--- src/rtl/trivium_ks_ctrl_pkg.sv ---
// Shared types and default widths for the Trivium keystream sequencer.
package trivium_ctrl_pkg;

    localparam int DEF_KEY_W      = 80;
    localparam int DEF_IV_W       = 80;
    localparam int DEF_DATA_WIDTH = 64;

    typedef enum logic [2:0] {
        IDLE,
        LOAD,
        WAIT_HI,
        WAIT_LO,
        DRAIN,
        DONE,
        ERROR
    } state_t;

endpackage

--- src/rtl/trivium_ks_ctrl_if.sv ---
// Keystream block stream from the sequencer to its consumer (valid/ready).
interface trivium_ks_ctrl_if #(
    parameter int DATA_WIDTH = 64
) ();

    logic [DATA_WIDTH-1:0] ks_data_o;
    logic                  ks_valid_o;
    logic                  ks_ready_i;

    modport master (output ks_data_o, output ks_valid_o, input ks_ready_i);
    modport slave  (input ks_data_o, input ks_valid_o, output ks_ready_i);

endinterface

--- src/rtl/trivium_ks_ctrl_watchdog.sv ---
// Down-counting watchdog: reloads on clear, counts enabled cycles, flags the last one.
module ks_watchdog #(
    parameter int TIMEOUT_CYCLES = 4096
) (
    input  logic clk,
    input  logic rst,
    input  logic clr,
    input  logic en,
    output logic expire
);

    localparam int CW = $clog2(TIMEOUT_CYCLES + 1);
    localparam logic [CW-1:0] LOAD_VAL = CW'(TIMEOUT_CYCLES);

    logic [CW-1:0] cnt;

    always_ff @(posedge clk) begin
        if (rst || clr) begin
            cnt <= LOAD_VAL;
        end else if (en && cnt != '0) begin
            cnt <= cnt - 1'b1;
        end
    end

    // Asserted during the TIMEOUT_CYCLES-th enabled cycle so the FSM leaves on that edge.
    assign expire = en && (cnt == CW'(1));

endmodule

--- src/rtl/trivium_ks_ctrl.sv ---
// Sequencer that loads a trivium_wrapper and streams its keystream blocks to a consumer.
//   state   | meaning
//   IDLE    | waiting for start
//   LOAD    | core held in reset for RST_CYCLES cycles
//   WAIT_HI | waiting for core_end, capture when the output slot is free
//   WAIT_LO | next_data issued, waiting for core_end to drop
//   DRAIN   | final block captured, waiting for the consumer to take it
//   DONE    | programmed block count delivered
//   ERROR   | watchdog expired while waiting on the core
module trivium_ks_ctrl
    import trivium_ctrl_pkg::*;
#(
    parameter int DATA_WIDTH     = DEF_DATA_WIDTH,
    parameter int KEY_W          = DEF_KEY_W,
    parameter int IV_W           = DEF_IV_W,
    parameter int CNT_W          = 32,
    parameter int RST_CYCLES     = 2,
    parameter int TIMEOUT_CYCLES = 4096
) (
    input  logic                  clk,
    input  logic                  rst,
    input  logic                  start,
    input  logic                  abort,
    input  logic [KEY_W-1:0]      key_i,
    input  logic [IV_W-1:0]       iv_i,
    input  logic [CNT_W-1:0]      n_blocks_i,
    trivium_ks_ctrl_if.master     ks,
    output logic                  busy_o,
    output logic                  done_o,
    output logic                  err_o,
    output logic [CNT_W-1:0]      blk_cnt_o,
    output logic                  core_rst,
    output logic [KEY_W-1:0]      core_key,
    output logic [IV_W-1:0]       core_iv,
    output logic                  core_next,
    input  logic                  core_end,
    input  logic [DATA_WIDTH-1:0] core_block
);

    localparam int RC_W = $clog2(RST_CYCLES + 1);

    state_t                state, state_nxt;
    logic [RC_W-1:0]       rst_cnt;
    logic [CNT_W-1:0]      n_q;
    logic [CNT_W-1:0]      prod_cnt;
    logic [CNT_W-1:0]      prod_inc;
    logic [DATA_WIDTH-1:0] data_q;
    logic                  valid_q;
    logic                  handshake;
    logic                  slot_free;
    logic                  start_ok;
    logic                  capture;
    logic                  last;
    logic                  wd_en;
    logic                  wd_expire;

    assign handshake = valid_q && ks.ks_ready_i;
    assign slot_free = !valid_q || ks.ks_ready_i;
    assign start_ok  = start && (state == IDLE || state == DONE || state == ERROR);
    assign prod_inc  = prod_cnt + CNT_W'(1);
    assign last      = (n_q != '0) && (prod_inc == n_q);
    assign capture   = (state == WAIT_HI) && core_end && slot_free && !abort;
    assign wd_en     = ((state == WAIT_HI) && !core_end) || (state == WAIT_LO);

    ks_watchdog #(.TIMEOUT_CYCLES(TIMEOUT_CYCLES)) u_wd (
        .clk    (clk),
        .rst    (rst),
        .clr    (state_nxt != state),
        .en     (wd_en),
        .expire (wd_expire)
    );

    always_ff @(posedge clk) begin
        if (rst) begin
            state <= IDLE;
        end else begin
            state <= state_nxt;
        end
    end

    always_comb begin
        state_nxt = state;
        if (abort) begin
            state_nxt = IDLE;
        end else if (wd_expire) begin
            state_nxt = ERROR;
        end else begin
            unique case (state)
                IDLE, DONE, ERROR: if (start) state_nxt = LOAD;
                LOAD:              if (rst_cnt == '0) state_nxt = WAIT_HI;
                WAIT_HI:           if (capture) state_nxt = last ? DRAIN : WAIT_LO;
                WAIT_LO:           if (!core_end) state_nxt = WAIT_HI;
                DRAIN:             if (handshake) state_nxt = DONE;
                default:           state_nxt = IDLE;
            endcase
        end
    end

    always_comb begin
        busy_o = !(state inside {IDLE, DONE, ERROR});
        done_o = (state == DONE);
        err_o  = (state == ERROR);
    end

    always_ff @(posedge clk) begin
        if (rst) begin
            core_key  <= '0;
            core_iv   <= '0;
            n_q       <= '0;
            prod_cnt  <= '0;
            blk_cnt_o <= '0;
            data_q    <= '0;
            valid_q   <= 1'b0;
            core_rst  <= 1'b1;
            core_next <= 1'b0;
            rst_cnt   <= '0;
        end else begin
            // Core reset follows LOAD occupancy, plus a single pulse on abort.
            core_rst  <= abort || (state_nxt == LOAD);
            core_next <= capture && !last;
            if (start_ok && !abort) begin
                core_key  <= key_i;
                core_iv   <= iv_i;
                n_q       <= n_blocks_i;
                prod_cnt  <= '0;
                blk_cnt_o <= '0;
                data_q    <= '0;
                valid_q   <= 1'b0;
                rst_cnt   <= RC_W'(RST_CYCLES - 1);
            end else begin
                if (state == LOAD && rst_cnt != '0) rst_cnt <= rst_cnt - 1'b1;
                if (handshake) blk_cnt_o <= blk_cnt_o + CNT_W'(1);
                if (abort || wd_expire) begin
                    valid_q <= 1'b0;
                end else if (capture) begin
                    data_q   <= core_block;
                    valid_q  <= 1'b1;
                    prod_cnt <= prod_inc;
                end else if (handshake) begin
                    valid_q <= 1'b0;
                end
            end
        end
    end

    assign ks.ks_data_o  = data_q;
    assign ks.ks_valid_o = valid_q;

endmodule

--- src/flat_wrapper.sv ---
// flat-port wrapper written by rule: the top's interface ports become plain ports
module trivium_ks_ctrl_flat import trivium_ctrl_pkg::*;
#(
    parameter int DATA_WIDTH     = DEF_DATA_WIDTH,
    parameter int KEY_W          = DEF_KEY_W,
    parameter int IV_W           = DEF_IV_W,
    parameter int CNT_W          = 32,
    parameter int RST_CYCLES     = 2,
    parameter int TIMEOUT_CYCLES = 4096
)
  (clk, rst, start, abort, key_i, iv_i, n_blocks_i, busy_o, done_o, err_o, blk_cnt_o, core_rst, core_key, core_iv, core_next, core_end, core_block, ks_ks_data_o, ks_ks_valid_o, ks_ks_ready_i);
  trivium_ks_ctrl_if #(.DATA_WIDTH(DATA_WIDTH)) ks_i ();
  input  logic clk;
  input  logic rst;
  input  logic start;
  input  logic abort;
  input  logic [KEY_W-1:0] key_i;
  input  logic [IV_W-1:0] iv_i;
  input  logic [CNT_W-1:0] n_blocks_i;
  output logic busy_o;
  output logic done_o;
  output logic err_o;
  output logic [CNT_W-1:0] blk_cnt_o;
  output logic core_rst;
  output logic [KEY_W-1:0] core_key;
  output logic [IV_W-1:0] core_iv;
  output logic core_next;
  input  logic core_end;
  input  logic [DATA_WIDTH-1:0] core_block;
  output wire logic [$bits(ks_i.ks_data_o)-1:0] ks_ks_data_o;
  output wire logic [$bits(ks_i.ks_valid_o)-1:0] ks_ks_valid_o;
  input wire logic [$bits(ks_i.ks_ready_i)-1:0] ks_ks_ready_i;
  assign ks_ks_data_o = ks_i.ks_data_o;
  assign ks_ks_valid_o = ks_i.ks_valid_o;
  assign ks_i.ks_ready_i = ks_ks_ready_i;
  trivium_ks_ctrl #(.DATA_WIDTH(DATA_WIDTH), .KEY_W(KEY_W), .IV_W(IV_W), .CNT_W(CNT_W), .RST_CYCLES(RST_CYCLES), .TIMEOUT_CYCLES(TIMEOUT_CYCLES)) u_core (.clk(clk), .rst(rst), .start(start), .abort(abort), .key_i(key_i), .iv_i(iv_i), .n_blocks_i(n_blocks_i), .ks(ks_i), .busy_o(busy_o), .done_o(done_o), .err_o(err_o), .blk_cnt_o(blk_cnt_o), .core_rst(core_rst), .core_key(core_key), .core_iv(core_iv), .core_next(core_next), .core_end(core_end), .core_block(core_block));
endmodule
--- config.mk ---
export PLATFORM = sky130hd
export DESIGN_NAME = trivium_ks_ctrl_flat
export DESIGN_NICKNAME = d
export VERILOG_FILES = /design/src/rtl/trivium_ks_ctrl_pkg.sv /design/src/rtl/trivium_ks_ctrl_if.sv /design/src/rtl/trivium_ks_ctrl_watchdog.sv /design/src/rtl/trivium_ks_ctrl.sv /design/src/flat_wrapper.sv
export SDC_FILE = /design/constraint.sdc
export NUM_CORES = 1
export LEC_CHECK = 0
export BUFFER_PORTS_ARGS = -buffer_cell sky130_fd_sc_hd__buf_2
export CAP_MARGIN = 20
export CORE_AREA = 2 2 205 207
export DETAILED_ROUTE_END_ITERATION = 12
export DIE_AREA = 0 0 207 209
export MAX_ROUTING_LAYER = met4
export PLACE_DENSITY = 0.67
export SLEW_MARGIN = 10
export SYNTH_ARGS = -nofsm -noshare
export SYNTH_HDL_FRONTEND = slang
export SYNTH_SLANG_ARGS = --single-unit
--- constraint.sdc ---
create_clock -name clk -period 6.15 [get_ports clk]
set_input_delay 0.615 -clock clk [delete_from_list [all_inputs] [get_ports clk]]
set_output_delay 0.615 -clock clk [all_outputs]
set_load 0.05 [all_outputs]
-- Word-level counts from Yosys, hierarchy flattened
Cells that the tools add are included.
- $add $sub $neg: 4
- bitwise operators: 1
- equal/unequal tests: 10
- reductions and logical operators: 36
- multiplexer cells: 13
- operator list (cell ; number):
    $add A32 B1 Y32 const B ; 2
    $eq A32 B32 Y1 ; 1
    $reduce_bool A32 Y1 ; 1
    $mux W3 ; 8
    $pmux W3 S5 ; 1
    $eq A13 B1 Y1 const B ; 1
    $reduce_bool A13 Y1 ; 1
    $sub A13 B1 Y13 const B ; 1
    $logic_and A1 B1 Y1 ; 12
    $eq A3 B3 Y1 const B ; 3
    $logic_or A1 B1 Y1 ; 7
    $eq A3 B1 Y1 const B ; 2
    $eq A3 B2 Y1 const B ; 2
    $reduce_bool A2 Y1 ; 3
    $reduce_or A3 Y1 ; 2
    $logic_not A1 Y1 ; 5
    $mux W1 ; 4
    $logic_not A3 Y1 ; 1
    $ne A3 B3 Y1 ; 1
    $reduce_bool A3 Y1 ; 1
    $logic_not A2 Y1 ; 1
    $reduce_and A2 Y1 ; 1
    $reduce_or A2 Y1 ; 1
    $sub A2 B1 Y2 const B ; 1
    $not A1 Y1 ; 1
- flip-flop bits (word level): 341
- output and inout bits: 262
- word-level logic and storage cells: 77
- input port bits: 262

-- Longest topological paths before layout
Gate-level depths: netlist of run 1.
- depth in word-level cells: 10
- mapped depth: 11

-- Modules after synthesis
Synthesis of run 1 repeated with hierarchy kept, for this count alone.
- cell total of the unflattened synthesis: 1775
- area total of the unflattened synthesis: 14010.9 µm²
- modules (own cells, without submodules) (module ; area an instance (µm²) ; times used ; cells each ; sequential area each (µm²)):
    trivium_ks_ctrl ; 13302.8 ; 1 ; 1689 ; 6566.3
    ks_watchdog ; 708.2 ; 1 ; 86 ; 260.2

-- Worst setup path before layout of run 1
No wires, ideal clock.
- path type: register to register
- start: reg u_core.state[0]
- end: reg u_core.core_iv[31]
- stages on the path, launching flop included: 12
- period minus slack after synthesis: 2.783 ns
- path slack: 3.367 ns
- required time: 6.080 ns
- data arrival time: 2.713 ns
- cells stage by stage: dfxtp_1 buf_2 nor2b_1 nor2_1 nor2_1 a21oi_1 or3b_2 clkbuf_1 clkbuf_1 clkbuf_1 nand2_1 a21oi_1
- longest elaborated chain between the ends: 5
- elaborated cells on any way between the ends: 7
- classes of those cells: eq/ne: 2; reduce/logical: 5
- RTL lines (what ; line ; text):
    start: declaration ; trivium_ks_ctrl.sv:42 ; state_t state, state_nxt;
    start signal: assignment ; trivium_ks_ctrl.sv:77 ; state <= state_nxt;
    $eq A3 B3 Y1 or $logic_not A3 Y1 (tied branches) ; trivium_ks_ctrl.sv:59 ; assign start_ok = start && (state == IDLE || state == DONE || state == ERROR);
    $logic_or A1 B1 Y1 ; trivium_ks_ctrl.sv:59 ;
    $logic_or A1 B1 Y1 (*) ; trivium_ks_ctrl.sv:59 ;
    $logic_and A1 B1 Y1 (*) ; trivium_ks_ctrl.sv:59 ;
    $logic_and A1 B1 Y1 (*) ; trivium_ks_ctrl.sv:121 ; if (start_ok && !abort) begin
    end signal: assignment ; trivium_ks_ctrl.sv:123 ; core_iv <= iv_i;
    end: declaration ; trivium_ks_ctrl.sv:34 ; output logic [IV_W-1:0] core_iv,
Mark *: on every way between the ends. The rest lies on a longest branch, timed or not.
A chain may end at the register's enable or synchronous reset.

-- Worst setup path in the final report of run 1
- start: reg u_core.state[0]
- end: reg u_core.core_key[70]
- longest elaborated chain between the ends: 5
- elaborated cells on any way between the ends: 7
- classes of those cells: eq/ne: 2; reduce/logical: 5
- RTL lines (what ; line ; text):
    $eq A3 B3 Y1 or $logic_not A3 Y1 (tied branches) ; trivium_ks_ctrl.sv:59 ;
    $logic_or A1 B1 Y1 ; trivium_ks_ctrl.sv:59 ;
    $logic_or A1 B1 Y1 (*) ; trivium_ks_ctrl.sv:59 ;
    $logic_and A1 B1 Y1 (*) ; trivium_ks_ctrl.sv:59 ;
    $logic_and A1 B1 Y1 (*) ; trivium_ks_ctrl.sv:121 ;
    end signal: assignment ; trivium_ks_ctrl.sv:122 ; core_key <= key_i;
    end: declaration ; trivium_ks_ctrl.sv:33 ; output logic [KEY_W-1:0] core_key,
Marked as above.

==> results by group, run 1 <==
Worst setup path
  – Critical Path Max Stage Delay: 0.76 ns
  – WP buf/inv: 2
  – Crit-path max FO: 78
  – RR Endpoint: u_core.core_key[70]$_SDFFE_PP0P_
  – Worst-path cell chain: nor2b_1 > nor2_1 > nor2_1 > a21oi_1 > or3b_4 > buf_4 > buf_4 > nand2_1 > a21oi_1
  – R2r startpoint: u_core.state[0]$_SDFF_PP0_
  – CP delay by family, top: buffers and inverters
  – Cells on worst reg2reg path: 9
  – R2R setup slack: 2.56 ns
  – Crit path required time: 6.61 ns
  – Startpoint type of the worst setup path: flop
  – Slowest CP cell: buf_4
  – Crit path capture type: flop
  – CP arrival: 4.05 ns
  – WS Path Type: reg2reg

Cells and area
  – P&R area growth vs syn: 30.6%
  – # nets final: 2461
  – Register Area: 6830 sq um
  – Footprint of the multi-input gates: 6310 sq um
  – Fill cells: 4200
  – Layout cells sized above 1: 27.1%
  – Post-route cell area: 17800 sq um
  – Filler-free cell count of the finished design: 2766

Timing
  – # setup viols final: 0
  – Worst slew pin tran: 0.964 ns
  – Hold Vio Cnt, Final: 0
  – RSZ-0062 raised after global routing: no
  – Slew margin rel.: 35.8%
  – Fin Setup TNS: 0 ns
  – Worst Setup Slack, final: 2.56 ns
  – Period utilization: 58.4%
  – Slew Limit Fails: 0
  – Setup Skew: 0.0127 ns
  – FMAX: 0.279 GHz
  – Tmin final: 3.59 ns

Power
  – Total power: 5.15 mW
  – VDD IR max: 233 uV
  – Leak: 7.48 nW
  – PwrDens: 289 nW/um^2

Synth
  – Post-synth EDFFs: 0
  – Ys Warns: 0
  – #FFs+latches synth: 341
  – Mapped Cells: 1737
  – Syn_area_per_cell: 7.85 sq um
  – Sequential fraction of the synthesis area: 50.1%
  – Mapped Nets: 2004
  – Most used DFF post-synth: dfxtp_1
  – Synth cell types: 61
  – Syn Std Cell Area: 13600 sq um
  – Async set-reset flop share out of synthesis: 0%

Clock network
  – Hold buffers post-CTS: 0
  – CTS tree: done
  – Clk_lat worst skew: 0.54 ns
  – Post-CTS setup repair buffer count: 0
  – CTS max path bufs: 3
  – # clock sinks: 341
  – CTS Buf Count: 39
  – # resized after CTS: 0
  – Root Buffer: clkbuf_16
  – H-tree depth: 2
  – Clock-pin slew on the worst setup and hold paths: 0.06 ns

Worst hold path
  – Hold Path Depth: 3
  – Worst hold path class: in2reg
  – Hold_sp: key_i[64]
  – Hold endpoint: u_core.core_key[64]$_SDFFE_PP0P_

Floorplan
  – Io pins: 524
  – Die width: 207 um
  – Num rows: 75
  – Core footprint: 41300 sq um
  – Die Area: 43300 sq um
  – Starting Density: 33.0%
  – DIE HEIGHT: 209 um

Flow run
  – Number of max-cap violations: 0

Placement
  – Dpl cell area: 16500 sq um
  – Pre-CTS setup slack: 2.56 ns
  – Port Buffers: 523
  – Final Wtd Congestion: 0.907
  – Detailed Place HPWL: 30.9 mm
  – Placed cells: 2692

Global routing
  – First-pass GRT wire length: 67.0 mm
  – Initial antenna violation count: 7
  – GRT Total Usage: 19.4%
  – Vias in the first global route: 12900
  – Gr ovfl total: 0
  – Largest net degree at the start of global routing: 118

Detailed routing
  – WL final: 42.8 mm
  – # DRC: 0
  – DR pass1 iterations: 7
  – Post-route ant nets: 0
  – Starting DRT DRC Count: 859
  – Average wire per standard cell: 15.5 um
  – Via count: 13400
  – Via/cell ratio: 4.84

Run status
  – Status: completed
per-layer routing:
layer / global-route usage [%] / up-vias / share of wire (%)
li1: - / 6607 / -
met1: 21.7 / 6195 / 40
met2: 33.2 / 513 / 50
met3: 5.09 / 76 / 7.9
met4: 7.49 / 0 / 2.8
met5: - / - / 0
cell type report:
class / count / area share [%]
Sequential cell: 341 / 38.3
Multi-Input combinational cell: 1270 / 35.4
Timing Repair Buffer: 533 / 15.2
Clock buffer: 63 / 6.68
Tap cell: 539 / 3.79
Clock inverter: 6 / 0.365
Inverter: 9 / 0.190
Antenna cell: 5 / 0.0703
placed cells by master, fill, tap and decap left out, types with 3 or more instances in the layout:
cell type | Yosys | layout
inv_1 | 9 | 9
nor3_1 | 20 | 20
xor2_1 | 47 | 47
and3_1 | 11 | 11
clkbuf_16 | 0 | 41
dfxtp_1 | 341 | 341
buf_4 | 5 | 10
and2_1 | 3 | 3
nand3b_1 | 3 | 3
a211oi_1 | 6 | 6
nand2b_1 | 6 | 5
nand4_1 | 25 | 25
ha_1 | 5 | 5
or3_1 | 4 | 4
nor2_1 | 131 | 131
nor4_1 | 13 | 13
nand3_1 | 25 | 25
clkbuf_1 | 88 | 14
o211ai_1 | 6 | 6
o31ai_1 | 3 | 3
clkbuf_8 | 0 | 8
diode_2 | 0 | 5
nor2b_1 | 5 | 5
nand2_1 | 564 | 564
o21ai_0 | 5 | 5
buf_2 | 21 | 522
and4_1 | 5 | 4
xnor2_1 | 69 | 69
a21oi_1 | 270 | 270
power breakdown:
group	internal (mW)	switching, mW
clock	1.36	0.909
combinational	0.166	0.397
sequential	2.28	0.0418
cells in the mapped netlist (11+ instances only):
library cell,number,share of area [%]
nand2_1,564,16
dfxtp_1,341,50
a21oi_1,270,9.9
nor2_1,131,3.6
clkbuf_1,88,2.4
xnor2_1,69,4.4
xor2_1,47,3.0
nand3_1,25,0.92
nand4_1,25,1.1
buf_2,21,0.77
nor3_1,20,0.73
nor4_1,13,0.60
and3_1,11,0.50
worst max path at each step:
stage / slack (ns) / depth (start not counted) / endpoint / from
2_1_floorplan: 3.37 / 11 / u_core.core_iv[31]$_SDFFE_PP0P_ / u_core.state[0]$_SDFF_PP0_
6_report: 2.56 / 9 / u_core.core_key[70]$_SDFFE_PP0P_ / u_core.state[0]$_SDFF_PP0_
5_1_grt: 2.19 / 9 / u_core.core_key[43]$_SDFFE_PP0P_ / u_core.state[0]$_SDFF_PP0_
3_3_place_gp: 2.76 / 9 / u_core.core_key[26]$_SDFFE_PP0P_ / u_core.state[0]$_SDFF_PP0_
4_1_cts: 2.53 / 9 / u_core.core_key[70]$_SDFFE_PP0P_ / u_core.state[0]$_SDFF_PP0_
3_5_place_dp: 2.56 / 9 / u_core.core_key[14]$_SDFFE_PP0P_ / u_core.state[0]$_SDFF_PP0_
kinds of logic after synthesis:
group | share of synthesized area, %
XOR/XNOR | 7.45
AND/OR/NAND/NOR | 25.8
multiplexers | 0.156
AO/OA/AOI/OAI | 12.2
flip-flops | 50.1
buffers and inverters | 3.80
adder cells (fa/ha/maj) | 0.459
per-stage QoR:
stage / hold slack [ns] / util [%]
detailed placement: 0.443 / 40.1
floorplan: 0.427 / -
global placement: 0.438 / 40.1
global route: 0.288 / 43.1
CTS: 0.271 / 43.1
finish: 0.309 / 43.1
state kept, by name, summed over array words and instances (netlist names):
signal                cells
u_core.prod_cnt          32
u_core.core_key          80
u_core.ks.ks_valid_o      1
u_core.u_wd.cnt          13
u_core.ks.ks_data_o      64
u_core.rst_cnt            2
u_core.blk_cnt_o         32
u_core.core_rst           1
u_core.core_next          1
u_core.state              3
u_core.core_iv           80
u_core.n_q               32
worst min-delay path, cell delays in order:
cell and delay (ns):
buf_2 0.09, nand2_1 0.04, a21oi_1 0.05
Power figures use the tool's default switching activity.
==> run 2, diff against run 1 <==
==> constraint.sdc (replaced) <==
create_clock -name clk -period 3.7 [get_ports clk]
set_input_delay 0.37 -clock clk [delete_from_list [all_inputs] [get_ports clk]]
set_output_delay 0.37 -clock clk [all_outputs]
set_load 0.05 [all_outputs]
==> run 2 against run 1 <==
Effect of this change:
- global-route usage shrank 0.17 points
- largest power group is now the clock network
- power grew 75%
- sequential share of layout area shrank 0.49 points
- wire length shrank 0.21%
- highest routed layer unchanged
- register-to-register slack lost 1.6 ns
- largest cell class unchanged
- via count shrank 0.28%
==> results by group, run 2 (same netlist as run 1, synthesis figures left out) <==
Run status
  – Status: completed

Global routing
  – First-pass GRT wire length: 66.4 mm
  – Gr ovfl total: 0
  – GRT Total Usage: 19.3%
  – Largest net degree at the start of global routing: 198
  – Initial antenna violation count: 3
  – Vias in the first global route: 12900

Clock network
  – # clock sinks: 341
  – CTS max path bufs: 3
  – CTS tree: done
  – Clock-pin slew on the worst setup and hold paths: 0.06 ns
  – Clk_lat worst skew: 0.55 ns
  – Post-CTS setup repair buffer count: 0
  – # resized after CTS: 0
  – Hold buffers post-CTS: 0
  – Root Buffer: clkbuf_16
  – H-tree depth: 2
  – CTS Buf Count: 39

Floorplan
  – Core footprint: 41300 sq um
  – Die Area: 43300 sq um
  – Starting Density: 33.0%
  – Num rows: 75
  – DIE HEIGHT: 209 um
  – Io pins: 524
  – Die width: 207 um

Timing
  – Slew Limit Fails: 0
  – Worst Setup Slack, final: 0.965 ns
  – RSZ-0062 raised after global routing: no
  – Slew margin rel.: 29.4%
  – Setup Skew: 0.0153 ns
  – # setup viols final: 0
  – Period utilization: 73.9%
  – Fin Setup TNS: 0 ns
  – FMAX: 0.366 GHz
  – Tmin final: 2.73 ns
  – Hold Vio Cnt, Final: 0
  – Worst slew pin tran: 1.06 ns

Power
  – VDD IR max: 399 uV
  – PwrDens: 499 nW/um^2
  – Leak: 7.61 nW

Flow run
  – Number of max-cap violations: 0

Placement
  – Dpl cell area: 16600 sq um
  – Detailed Place HPWL: 30.7 mm
  – Port Buffers: 523
  – Pre-CTS setup slack: 0.992 ns
  – Final Wtd Congestion: 0.934

Worst setup path
  – Worst-path cell chain: ha_1 > nand3_1 > nor3_1 > a41oi_1 > a311oi_1 > nand4_1 > nor4_2 > and4_4 > o22ai_1
  – CP delay by family, top: simple AND/OR/NAND/NOR gates
  – Levels on crit path: 9
  – Crit-path max FO: 7
  – Crit path required time: 4.09 ns
  – Slowest CP cell: dfxtp_1
  – Startpoint type of the worst setup path: flop
  – WP buf/inv: 0
  – WS Path Type: reg2reg
  – CP arrival: 3.13 ns
  – Cells on worst reg2reg path: 9
  – Crit path capture type: flop
  – Critical Path Max Stage Delay: 0.44 ns

Cells and area
  – Post-route cell area: 18000 sq um
  – # nets final: 2466
  – Leading cell types in the layout, fill and taps excluded: 564 x nand2_1, 522 x buf_2, 341 x dfxtp_1
  – Final Util: 43.7%
  – P&R area growth vs syn: 32.3%
  – Layout cells sized above 1: 27.5%
  – Commonest non-fill, non-tap cell in the layout: nand2_1

Detailed routing
  – DR pass1 iterations: 5
  – Average wire per standard cell: 15.4 um
  – Via/cell ratio: 4.82
  – Post-route ant nets: 0
  – WL final: 42.7 mm
  – # DRC: 0
  – Starting DRT DRC Count: 994
  – Via count: 13400

Worst hold path
  – Hold Path Depth: 3
  – Worst hold path class: in2reg
run 2: cell types whose count changed in the layout (fill, tap and decap cells not counted), sizes merged:
| cell | before | now |
|---|---|---|
| buf | 533 | 538 |
| diode | 5 | 2 |
| clkinv | 3 | 5 |
| bufinv | 1 | 7 |
| inv | 10 | 11 |
| clkbuf | 63 | 57 |
| clkinvlp | 1 | 0 |
run 2: metrics by stage:
| step | hold slack [ns] | total power, mW | instances |
|---|---|---|---|
| 2_1_floorplan | 0.427 | 4.54 | 1737 |
| 3_3_place_gp | 0.438 | 4.87 | 2697 |
| 3_5_place_dp | 0.443 | 4.88 | 2697 |
| 4_1_cts | 0.0200 | 9.12 | 2768 |
| 5_1_grt | 0.0232 | 9.35 | 2770 |
| 6_report | 0.0558 | 9.01 | 2770 |
run 2: path summary, 6_finish.rpt:
kind / from / end / slack (ns)
max: u_core.prod_cnt[0]$_SDFFE_PP0P_ / u_core.state[0]$_SDFF_PP0_ / 0.97
min: key_i[68] / u_core.core_key[68]$_SDFFE_PP0P_ / 0.06
max reg2reg: u_core.prod_cnt[0]$_SDFFE_PP0P_ / u_core.state[0]$_SDFF_PP0_ / 0.97
min reg2reg: u_core.core_iv[62]$_SDFFE_PP0P_ / u_core.core_iv[62]$_SDFFE_PP0P_ / 0.45
run 2: per-layer routing:
layer	up-vias	part of all wire, %	global-route usage (%)
met5	-	0	-
met2	470	50	33.6
met1	6178	41	21.6
met3	85	7.1	5.21
met4	0	2.3	5.30
li1	6621	-	-
run 2: worst reg2reg max path, cell delays in order, from the launching register on:
cell and delay [ns]:
dfxtp_1 0.44, ha_1 0.31, nand3_1 0.24, nor3_1 0.40
a41oi_1 0.16, a311oi_1 0.27, nand4_1 0.14, nor4_2 0.23
and4_4 0.31, o22ai_1 0.08
run 2: area by class of cell:
type / count / area [sq um]
Inverter: 9 / 33.8
Clock buffer: 57 / 1150
Clock inverter: 14 / 256
Multi-Input combinational cell: 1270 / 6310
Fill cell: 4116 / 23300
Tap cell: 539 / 674
Timing Repair Buffer: 538 / 2790
Antenna cell: 2 / 5.00
Sequential cell: 341 / 6830
run 2: power by group:
part           total (mW)  internal, mW  switching [mW]
combinational       0.946         0.284           0.662
sequential           3.85          3.78          0.0706
clock                4.21          2.65            1.56
total                9.01          6.71            2.29
==> run 3, diff against run 2 <==
==> constraint.sdc (replaced) <==
create_clock -name clk -period 2.6 [get_ports clk]
set_input_delay 0.26 -clock clk [delete_from_list [all_inputs] [get_ports clk]]
set_output_delay 0.26 -clock clk [all_outputs]
set_load 0.05 [all_outputs]
==> run 3 against run 2 <==
Effect of this change:
- first-iteration DRC count is 12% higher
- die area stayed put
- clock skew is 0.0060 ns higher
- highest routed layer unchanged
- critical path depth stayed put
- critical path type unchanged
- largest power group is now sequential cells
- clock-buffer cell count is 1 higher
- register-to-register slack worse by 0.83 ns
- combinational power is 82% higher
==> results by group, run 3 (same netlist as run 1, synthesis figures left out) <==
Flow run
  – Number of max-cap violations: 0

Clock network
  – Clk_lat worst skew: 0.55 ns
  – # clock sinks: 341
  – Root Buffer: clkbuf_16
  – H-tree depth: 2
  – CTS Buf Count: 38
  – CTS max path bufs: 3
  – CTS tree: done
  – Clock-pin slew on the worst setup and hold paths: 0.06 ns

Global routing
  – Initial antenna violation count: 3
  – Vias in the first global route: 14800
  – Met1 Use GR: 23.7%
  – Met2 usage: 39.3%
  – Met3 GRT Util: 5.49%
  – Gr ovfl total: 0
  – GRT Total Usage: 22.3%
  – Global route hottest layer: met2
  – Largest net degree at the start of global routing: 135
  – First-pass GRT wire length: 76.8 mm

Cells and area
  – Fill cells: 3738
  – Layout cells sized above 1: 25.7%
  – Footprint of the multi-input gates: 6330 sq um
  – Final Util: 50.0%
  – P&R area growth vs syn: 51.4%
  – Register Area: 6840 sq um
  – Post-route cell area: 20600 sq um
  – # nets final: 2734
  – Commonest non-fill, non-tap cell in the layout: nand2_1
  – Leading cell types in the layout, fill and taps excluded: 564 x nand2_1, 522 x buf_2, 332 x dfxtp_1

Timing
  – Setup Skew: 0.0214 ns
  – Worst Setup Slack, final: 0.139 ns
  – RSZ-0062 raised after global routing: yes
  – Worst slew pin tran: 0.681 ns
  – Hold Vio Cnt, Final: 0
  – Fin Setup TNS: 0 ns
  – Tmin final: 2.46 ns
  – Period utilization: 94.7%
  – Slew Limit Fails: 0
  – FMAX: 0.406 GHz
  – # setup viols final: 0
  – Slew margin rel.: 54.6%

Worst setup path
  – CP arrival: 2.86 ns
  – R2R setup slack: 0.14 ns
  – WS Path Type: reg2reg
  – Startpoint type of the worst setup path: flop
  – Cells on worst reg2reg path: 9
  – R2r startpoint: u_core.prod_cnt[6]$_SDFFE_PP0P_
  – Setup crit end: u_core.state[0]$_SDFF_PP0_
  – Critical path launch point: u_core.prod_cnt[6]$_SDFFE_PP0P_
  – Crit path required time: 3.00 ns
  – Crit path capture type: flop
  – RR Endpoint: u_core.state[0]$_SDFF_PP0_
  – Crit-path max FO: 7

Detailed routing
  – Average wire per standard cell: 16.3 um
  – Starting DRT DRC Count: 1116
  – Via/cell ratio: 4.88
  – # DRC: 0
  – Via count: 14800
  – DR pass1 iterations: 6
  – Post-route ant nets: 0
  – WL final: 49.3 mm

Floorplan
  – Io pins: 524
  – Die Area: 43300 sq um
  – DIE HEIGHT: 209 um
  – Core footprint: 41300 sq um
  – Die width: 207 um
  – Starting Density: 33.0%
  – Num rows: 75

Placement
  – Final Wtd Congestion: 0.919
  – Dpl cell area: 16800 sq um
  – Port Buffers: 523
  – Detailed Place HPWL: 32.0 mm
  – Pre-CTS setup slack: 0.0849 ns

Power
  – PwrDens: 614 nW/um^2
  – Leak: 8.70 nW
  – VDD IR max: 538 uV

Worst hold path
  – Worst hold path class: in2reg

Run status
  – Status: completed
run 3: cell types whose count changed in the layout (fill, tap and decap cells not counted), moves of 4 or more:
cell / previous run / this run
dfxtp_1: 341 / 332
buf_4: 11 / 21
bufinv_16: 7 / 2
dlygate4sd3_1: 0 / 254
dfxtp_2: 0 / 9
buf_12: 4 / 8
run 3: per-stage QoR:
stage               hold WS (ns)  power, mW  instances
finish                    0.0296       12.7       3035
global route              0.0221       13.1       3034
CTS                      0.00152       12.8       3031
detailed placement         0.443       6.97       2711
global placement           0.438       6.96       2711
floorplan                  0.396       6.46       1737
run 3: how the worst min path moves through the flow:
stage,start,slack (ns),cells after the start,to
finish,core_block[5],0.03,3,u_core.ks.ks_data_o[5]$_SDFFE_PP0P_
detailed placement,u_core.core_key[17]$_SDFFE_PP0P_,0.44,2,u_core.core_key[17]$_SDFFE_PP0P_
CTS,iv_i[37],0.002,3,u_core.core_iv[37]$_SDFFE_PP0P_
global placement,u_core.ks.ks_data_o[61]$_SDFFE_PP0P_,0.44,2,u_core.ks.ks_data_o[61]$_SDFFE_PP0P_
floorplan,n_blocks_i[0],0.40,2,u_core.n_q[0]$_SDFFE_PP0P_
global route,iv_i[37],0.02,3,u_core.core_iv[37]$_SDFFE_PP0P_
run 3: layout make-up:
type                    instances  share of cell area, %
inverters                       9                  0.164
clock inverters                 8                  0.521
clock buffers                  58                   5.62
well taps                     539                   3.27
multi-input cells            1270                   30.7
flip-flops and latches        341                   33.1
repair buffers                807                   26.6
diodes                          3                 0.0364
run 3: repair_timing:
action | 4_1_cts | 5_1_grt
endpoints found under the setup margin | 0 | 7
setup buffers | 0 | 1
resized for setup | 0 | 11
hold buffers | 254 | 0
endpoints found under the hold margin | 254 | 0
run 3: routing by layer:
metal / part of all wire, % / vias up / wire length (um)
met5: 0 / - / 0
met4: 3.7 / 0 / 1830
met3: 7.2 / 131 / 3540
met2: 51 / 610 / 25000
met1: 38 / 6919 / 19000
li1: - / 7155 / -
run 3: critical path: stages, from the launching register on:
cell	delay [ns]
dfxtp_1	0.46
nand4_1	0.13
buf_4	0.18
or4_1	0.46
o211a_1	0.13
a311oi_1	0.24
nand4_1	0.17
nor4_2	0.18
and4_4	0.28
o22ai_1	0.08
run 3: report_power, final:
part           switching, mW  total [mW]  internal [mW]
sequential             0.108        5.49           5.38
clock                   2.19        5.47           3.28
combinational           1.05        1.72          0.669
